[src/rtl/sync_fifo_param.sv]
// sync_fifo_param: parametrised single-clock FIFO with occupancy count, programmable flags, sticky errors and flush.
// Define SYNC_FIFO_FWFT_EN for first-word-fall-through; otherwise read data is registered with 1-cycle latency.
module sync_fifo_param #(
    parameter int WIDTH    = 8,
    parameter int DEPTH    = 16,
    parameter int AF_LEVEL = 14,
    parameter int AE_LEVEL = 2
) (
    input  logic                     clk,
    input  logic                     rst,
    input  logic                     clr,
    input  logic                     write_en,
    input  logic [WIDTH-1:0]         data_in,
    input  logic                     read_en,
    output logic [WIDTH-1:0]         data_out,
    output logic                     rd_valid,
    output logic                     full,
    output logic                     empty,
    output logic                     almost_full,
    output logic                     almost_empty,
    output logic [$clog2(DEPTH):0]   count,
    output logic                     overflow,
    output logic                     underflow
);
    localparam int ADDR_W = $clog2(DEPTH);
    localparam int CW     = ADDR_W + 1;

    logic [WIDTH-1:0]  mem_q [DEPTH];
    logic [ADDR_W-1:0] wr_ptr_q, wr_ptr_d, rd_ptr_q, rd_ptr_d;
    logic [CW-1:0]     count_q, count_d;
    logic              full_q, full_d, empty_q, empty_d;
    logic              af_q, af_d, ae_q, ae_d;
    logic              ovf_q, ovf_d, udf_q, udf_d;
    logic              rd_ok, wr_ok;

    always_comb begin
        rd_ok    = read_en & ~empty_q;
        wr_ok    = write_en & (~full_q | rd_ok);
        wr_ptr_d = clr ? '0 : wr_ptr_q + ADDR_W'(wr_ok);
        rd_ptr_d = clr ? '0 : rd_ptr_q + ADDR_W'(rd_ok);
        count_d  = clr ? '0 : count_q + CW'(wr_ok) - CW'(rd_ok);
        ovf_d    = ~clr & (ovf_q | (write_en & full_q & ~rd_ok));
        udf_d    = ~clr & (udf_q | (read_en & empty_q));
        full_d   = count_d == CW'(DEPTH);
        empty_d  = count_d == '0;
        af_d     = count_d >= CW'(AF_LEVEL);
        ae_d     = count_d <= CW'(AE_LEVEL);
    end

    always_ff @(posedge clk or negedge rst) begin
        if (!rst) begin
            wr_ptr_q <= '0;
            rd_ptr_q <= '0;
            count_q  <= '0;
            full_q   <= 1'b0;
            empty_q  <= 1'b1;
            af_q     <= 1'b0;
            ae_q     <= 1'b1;
            ovf_q    <= 1'b0;
            udf_q    <= 1'b0;
        end else begin
            wr_ptr_q <= wr_ptr_d;
            rd_ptr_q <= rd_ptr_d;
            count_q  <= count_d;
            full_q   <= full_d;
            empty_q  <= empty_d;
            af_q     <= af_d;
            ae_q     <= ae_d;
            ovf_q    <= ovf_d;
            udf_q    <= udf_d;
        end
    end

    // Storage is deliberately left unreset; a flush makes the write harmless anyway.
    always_ff @(posedge clk) begin
        if (wr_ok && !clr)
            mem_q[wr_ptr_q] <= data_in;
    end

`ifdef SYNC_FIFO_FWFT_EN
    // Gating with empty keeps data_out at zero instead of stale/unknown storage.
    assign data_out = empty_q ? '0 : mem_q[rd_ptr_q];
    assign rd_valid = ~empty_q;
`else
    logic [WIDTH-1:0] dout_q, dout_d;
    logic             rv_q, rv_d;

    always_comb begin
        dout_d = clr ? '0 : (rd_ok ? mem_q[rd_ptr_q] : dout_q);
        rv_d   = ~clr & rd_ok;
    end

    always_ff @(posedge clk or negedge rst) begin
        if (!rst) begin
            dout_q <= '0;
            rv_q   <= 1'b0;
        end else begin
            dout_q <= dout_d;
            rv_q   <= rv_d;
        end
    end

    assign data_out = dout_q;
    assign rd_valid = rv_q;
`endif

    assign count        = count_q;
    assign full         = full_q;
    assign empty        = empty_q;
    assign almost_full  = af_q;
    assign almost_empty = ae_q;
    assign overflow     = ovf_q;
    assign underflow    = udf_q;
endmodule

[config.mk]
export PLATFORM = sky130hd
export DESIGN_NAME = sync_fifo_param
export DESIGN_NICKNAME = d
export VERILOG_FILES = /design/src/rtl/sync_fifo_param.sv
export SDC_FILE = /design/constraint.sdc
export NUM_CORES = 1
export LEC_CHECK = 0
export ABC_AREA = 1
export CELL_PAD_IN_SITES_DETAIL_PLACEMENT = 0
export CELL_PAD_IN_SITES_GLOBAL_PLACEMENT = 2
export CORE_ASPECT_RATIO = 1.75
export CORE_MARGIN = 3
export CORE_UTILIZATION = 39
export DETAILED_ROUTE_END_ITERATION = 8
export GPL_TIMING_DRIVEN = 0
export PLACE_DENSITY_LB_ADDON = 0.1
export SLEW_MARGIN = 20
export SYNTH_ARGS = -nofsm -noshare
export SYNTH_HDL_FRONTEND = slang
export SYNTH_SLANG_ARGS = --single-unit
[constraint.sdc]
create_clock -name clk -period 3 [get_ports clk]
set_clock_uncertainty 0.05 [all_clocks]
set_input_delay 0.6 -clock clk [delete_from_list [all_inputs] [get_ports clk]]
set_output_delay 0.6 -clock clk [all_outputs]
set_load 0.1 [all_outputs]
---- After elaboration in Yosys (flattened, before gate mapping) ----
Memory sizes are Yosys's and may differ from the RTL's.
Cells that the tools add are included.
cells by class
  $add $sub $neg .......................... 4
  order comparisons ....................... 2
  equal/unequal tests ..................... 1
  muxes and demuxes ....................... 7
  bitwise operators ....................... 15
  reduce and logical (&&, ||, !) cells .... 4
operators with widths
  cell                                                                               number
  8-bit 2-to-1 mux                                                                   2
  4-bit by 1-bit adder with 4-bit output                                             2
  1-bit bitwise AND                                                                  8
  4-bit 2-to-1 mux                                                                   2
  5-bit by 1-bit adder with 5-bit output                                             1
  5-bit == test (second input constant)                                              1
  5-bit by 4-bit >= comparator with 1-bit output (second input constant)             1
  5-bit by 2-bit less-or-equal comparator with 1-bit output (second input constant)  1
  5-bit zero test                                                                    1
  5-bit 2-to-1 mux                                                                   1
  5-bit by 1-bit subtractor with 5-bit output                                        1
  1-bit NOT                                                                          4
  1-bit OR                                                                           3
  1-bit 2-to-1 mux                                                                   2
  2-bit nonzero test                                                                 1
  1-bit logical AND                                                                  1
  1-bit zero test                                                                    1
word-level totals
  bits in registers ....................... 28
  memory bits (writable) .................. 128
  input bits .............................. 13
  output and inout bits ................... 20
  word-level logic and storage cells ...... 45
  memories ................................ 1
memory list
  memory  words  width  read ports  clocked after Yosys merged registers in  wr ports  line  text
  mem_q   16     8      1           0                                        1         28    logic [WIDTH-1:0] mem_q [DEPTH];

---- Longest topological paths before layout ----
  depth after elaboration ................. 8
  depth in mapped cells ................... 18
  mapped depth without buffers ............ 18

---- Worst setup path after synthesis ----
No wires, ideal clock.
  kind .................................... reg2reg
  from .................................... reg empty_q (netlist: empty)
  to ...................................... reg af_q (netlist: almost_full)
  data arrival time ....................... 2.580 ns
  data required time ...................... 2.824 ns
  path slack .............................. 0.244 ns
  cell stages (with the launch flop) ...... 17
  path through ............................ dfstp_2 -> or2_4 -> a21oi_4 -> inv_2 -> ha_1 -> inv_1 -> ha_1 -> inv_1 -> fa_1 -> inv_1 -> nand2_1 -> nand2_1 -> a21oi_1 -> nor2_1 -> nor2_1 -> nand2_1 -> o21ai_0
on the way
  word-level cells in the longest chain between the ends .. 8
RTL lines
  item                                              line  text
  from (decl)                                       31    logic full_q, full_d, empty_q, empty_d;
  from (signal assigned)                            66    empty_q <= empty_d;
  1-bit NOT *                                       37    rd_ok = read_en & ~empty_q;
  1-bit bitwise AND *                               37
  1-bit OR                                          38    wr_ok = write_en & (~full_q | rd_ok);
  1-bit bitwise AND                                 38
  5-bit by 1-bit adder with 5-bit output            41    count_d = clr ? '0 : count_q + CW'(wr_ok) - CW'(rd_ok);
  5-bit by 1-bit subtractor with 5-bit output *     41
  5-bit 2-to-1 mux *                                41
  5-bit by 4-bit >= comparator with 1-bit output *  46    af_d = count_d >= CW'(AF_LEVEL);
  via af_d                                          32    logic af_q, af_d, ae_q, ae_d;
  to (signal assigned)                              57    af_q <= 1'b0;
  to (signal assigned)                              67    af_q <= af_d;
  to (decl)                                         32
Mark *: on every way through the listed nets, which the timed path passes. The rest lies on a longest branch.
A chain may end at the register's enable or synchronous reset.

---- Final worst setup path ----
  from .................................... reg empty_q (netlist: empty)
  to ...................................... out empty
RTL lines
  item       line  text
  to (decl)  18    output logic empty,
No word-level cell between the ends.

==> reports/metrics.yaml <==
synth-seq-cells: 156
max_cap_viol_count: 0
layout_common_cells: "nand2_1, edfxtp_1, inv_1, nand3_1, nor2_1"
crit_family: "buffers and inverters"
synth_top_area_share_pct: 56.1
start_util_pct: 40.0
yosysSeqAreaShare_pct: 66.4
r2r_slack_ps: 450
rr_startpoint: "empty"
clk_latency_ps: 420
cts_tree: "done"
clockBufferDepth: 2
finalWirelength_mm: 18.1
setup_viol_count_final: 0
p_clk_share_pct: 31.8
nets: 761
io_pins: 33
crit_buf_inv: 1
fin_crit_sh_pct: 91.4
hpwl_mm: 13.0
yosysTopAreaCell: "edfxtp_1"
overflow: 0
dr.first_iter.drc_count: 248
switching_share_pct: 36.3
place_ws_ps: -406
ys_warn_count: 0
crit_path_start: "empty"
vias_per_cell: 4.73
synth.avg_cell_area_sq_um: 10.0
row_count: 63
drc: 0
dp_cells: 943
crit_path_start_kind: "flip-flop"
stdcell_area_sq_mm: 0.00806
drive_gt1_share_pct: 9.87
p_seq_share_pct: 39.2
slew_violations: 0
multi_input_area_sq_mm: 0.00172
h-tree-depth: 4
placed_cell_area_sq_mm: 0.00745
worst_path_max_delay_cell: "clkdlybuf4s50_1"
power.leakage_nw: 3.54
fill_cells: 1651
final_common_cell: "nand2_1"
antenna_found_initial: 0
die-area_sq_mm: 0.0193
finalHoldViolCount: 0
power.density_mw_per_mm2: 803
endpoint_kind: "output port"
cts_buffers: 17
critPathRequiredTime_ps: 2350
post_drt_wl_per_cell_um: 18.5
fin_cells: 977
grt_pass1_vias: 4635
cts_sinks: 156
layout_setup_ws_ps: 258
p_comb_share_pct: 29.1
tightest_slew_ps: 989
postRouteAntennaNets: 0
period_minus_slack_ps: 2740
ff2ff_path_depth: 16
internal_power_w: 0.00412
outcome: "complete, no violations"
cts-root-buf: "clkbuf_16"
io_buffers: 32
die_x_um: 106
ys_top_cells_by_area: "edfxtp_1, nand2_1, dfrtp_1, nand3_1, inv_1"
vias: 4618
firstDrtPassIters: 5
grt_max_degree: 29
rsz0062_at_grt: "no"
power_w: 0.00647
ir_drop_uv: 569
highest_layer: "met4"
crit_arrival_ps: 2090
whs_ps: 167
timing.fmax_ghz: 0.365
max_stage_delay_ps: 1130
cts_hold_buf: 0
met2_length_mm: 9.51
grt_first_pass_wirelength_mm: 27.9
die_h_um: 181
drt-met1-wl_mm: 7.30
clk_pin_slew_ps: 70
core_area_sq_mm: 0.0171
relSlewSlack_pct: 33.9
regArea_sq_mm: 0.00455
path_class: "flip-flop to output port"
ys_types: 26
syn_area_sq_mm: 0.00685
crit_chain: "clkdlybuf4s50_1"
dr_wl_met3_um: 690
antennaDiodeCount: 0
crit_cells: 1
synth_nets: 707
worstHoldPathType: "input pin to asynchronous set/reset pin"
grt_usage_pct: 19.8
p_switching_w: 0.00235
netlist_instances: 684
gp_congestion: 0.920
area_delta_synth_final_pct: 17.6
worstPathMaxFanout: 3
-- stage by stage --
stage                     util, %  setup TNS (ps)
after floorplan                 -               0
after CTS                    46.8               0
final                        47.1               0
after detailed placement     43.5           -9880
after global placement       43.6           -7600
after global routing         47.1               0
-- path summary, 6_finish.rpt --
path,to
max,empty
min,count[4]
max reg2reg,almost_full
min reg2reg,data_out[3]
max in group asynchronous,rd_ptr_q[3]
min in group clk,underflow
-- area by class of cell --
class                      instances  share of cell area (%)
buffer                            25                    1.66
clock buffer                      17                    5.28
clock inverter                    14                    1.68
inverter                         126                    5.87
multi-input combinational        377                    21.3
sequential                       156                    56.4
tap                              227                    3.52
timing repair buffer              35                    4.22
-- synthesized netlist by cell type, drive strengths merged --
library cell,n
a21oi,6
a31oi,1
buf,24
clkbuf,1
clkinv,1
dfrtp,26
dfstp,2
edfxtp,128
fa,1
ha,9
inv,125
nand2,210
nand3,104
nand3b,1
nor2,38
o21ai,4
or2,1
xnor2,1
xor2,1
-- power groups by stage --
stage | Combinational, W | Clock [W] | Sequential [W]
floorplan | 0.000766 | 0 | 0.00311
global placement | 0.00183 | 0 | 0.00258
detailed placement | 0.00184 | 0 | 0.00258
CTS | 0.00184 | 0.00210 | 0.00254
global route | 0.00209 | 0.00220 | 0.00255
finish | 0.00188 | 0.00206 | 0.00253
-- per-layer routing --
layer,track usage [%],up-vias
li1,-,2284
met1,24.3,2189
met2,34.9,119
met3,2.68,26
met4,7.68,0
met5,0,-
-- sequential cells by signal, summed over array words and instances (netlist names) --
name          count
rd_valid          1
almost_empty      1
rd_ptr_q          4
underflow         1
full              1
empty             1
overflow          1
almost_full       1
mem_q           128
data_out          8
count             5
wr_ptr_q          4
-- kinds of logic after synthesis --
group	synth area share, %
AND/OR/NAND/NOR	21.6
AO/OA/AOI/OAI	0.987
adder cells (fa/ha/maj)	1.94
buffers and inverters	8.86
XOR/XNOR	0.256
flip-flops	66.4
-- what timing repair did --
action                                  in CTS  in global routing
resized for setup                            0                 12
endpoints found under the setup margin       0                  5
setup buffers                                0                  3
Note: power is estimated with default switching activity, not from simulation.
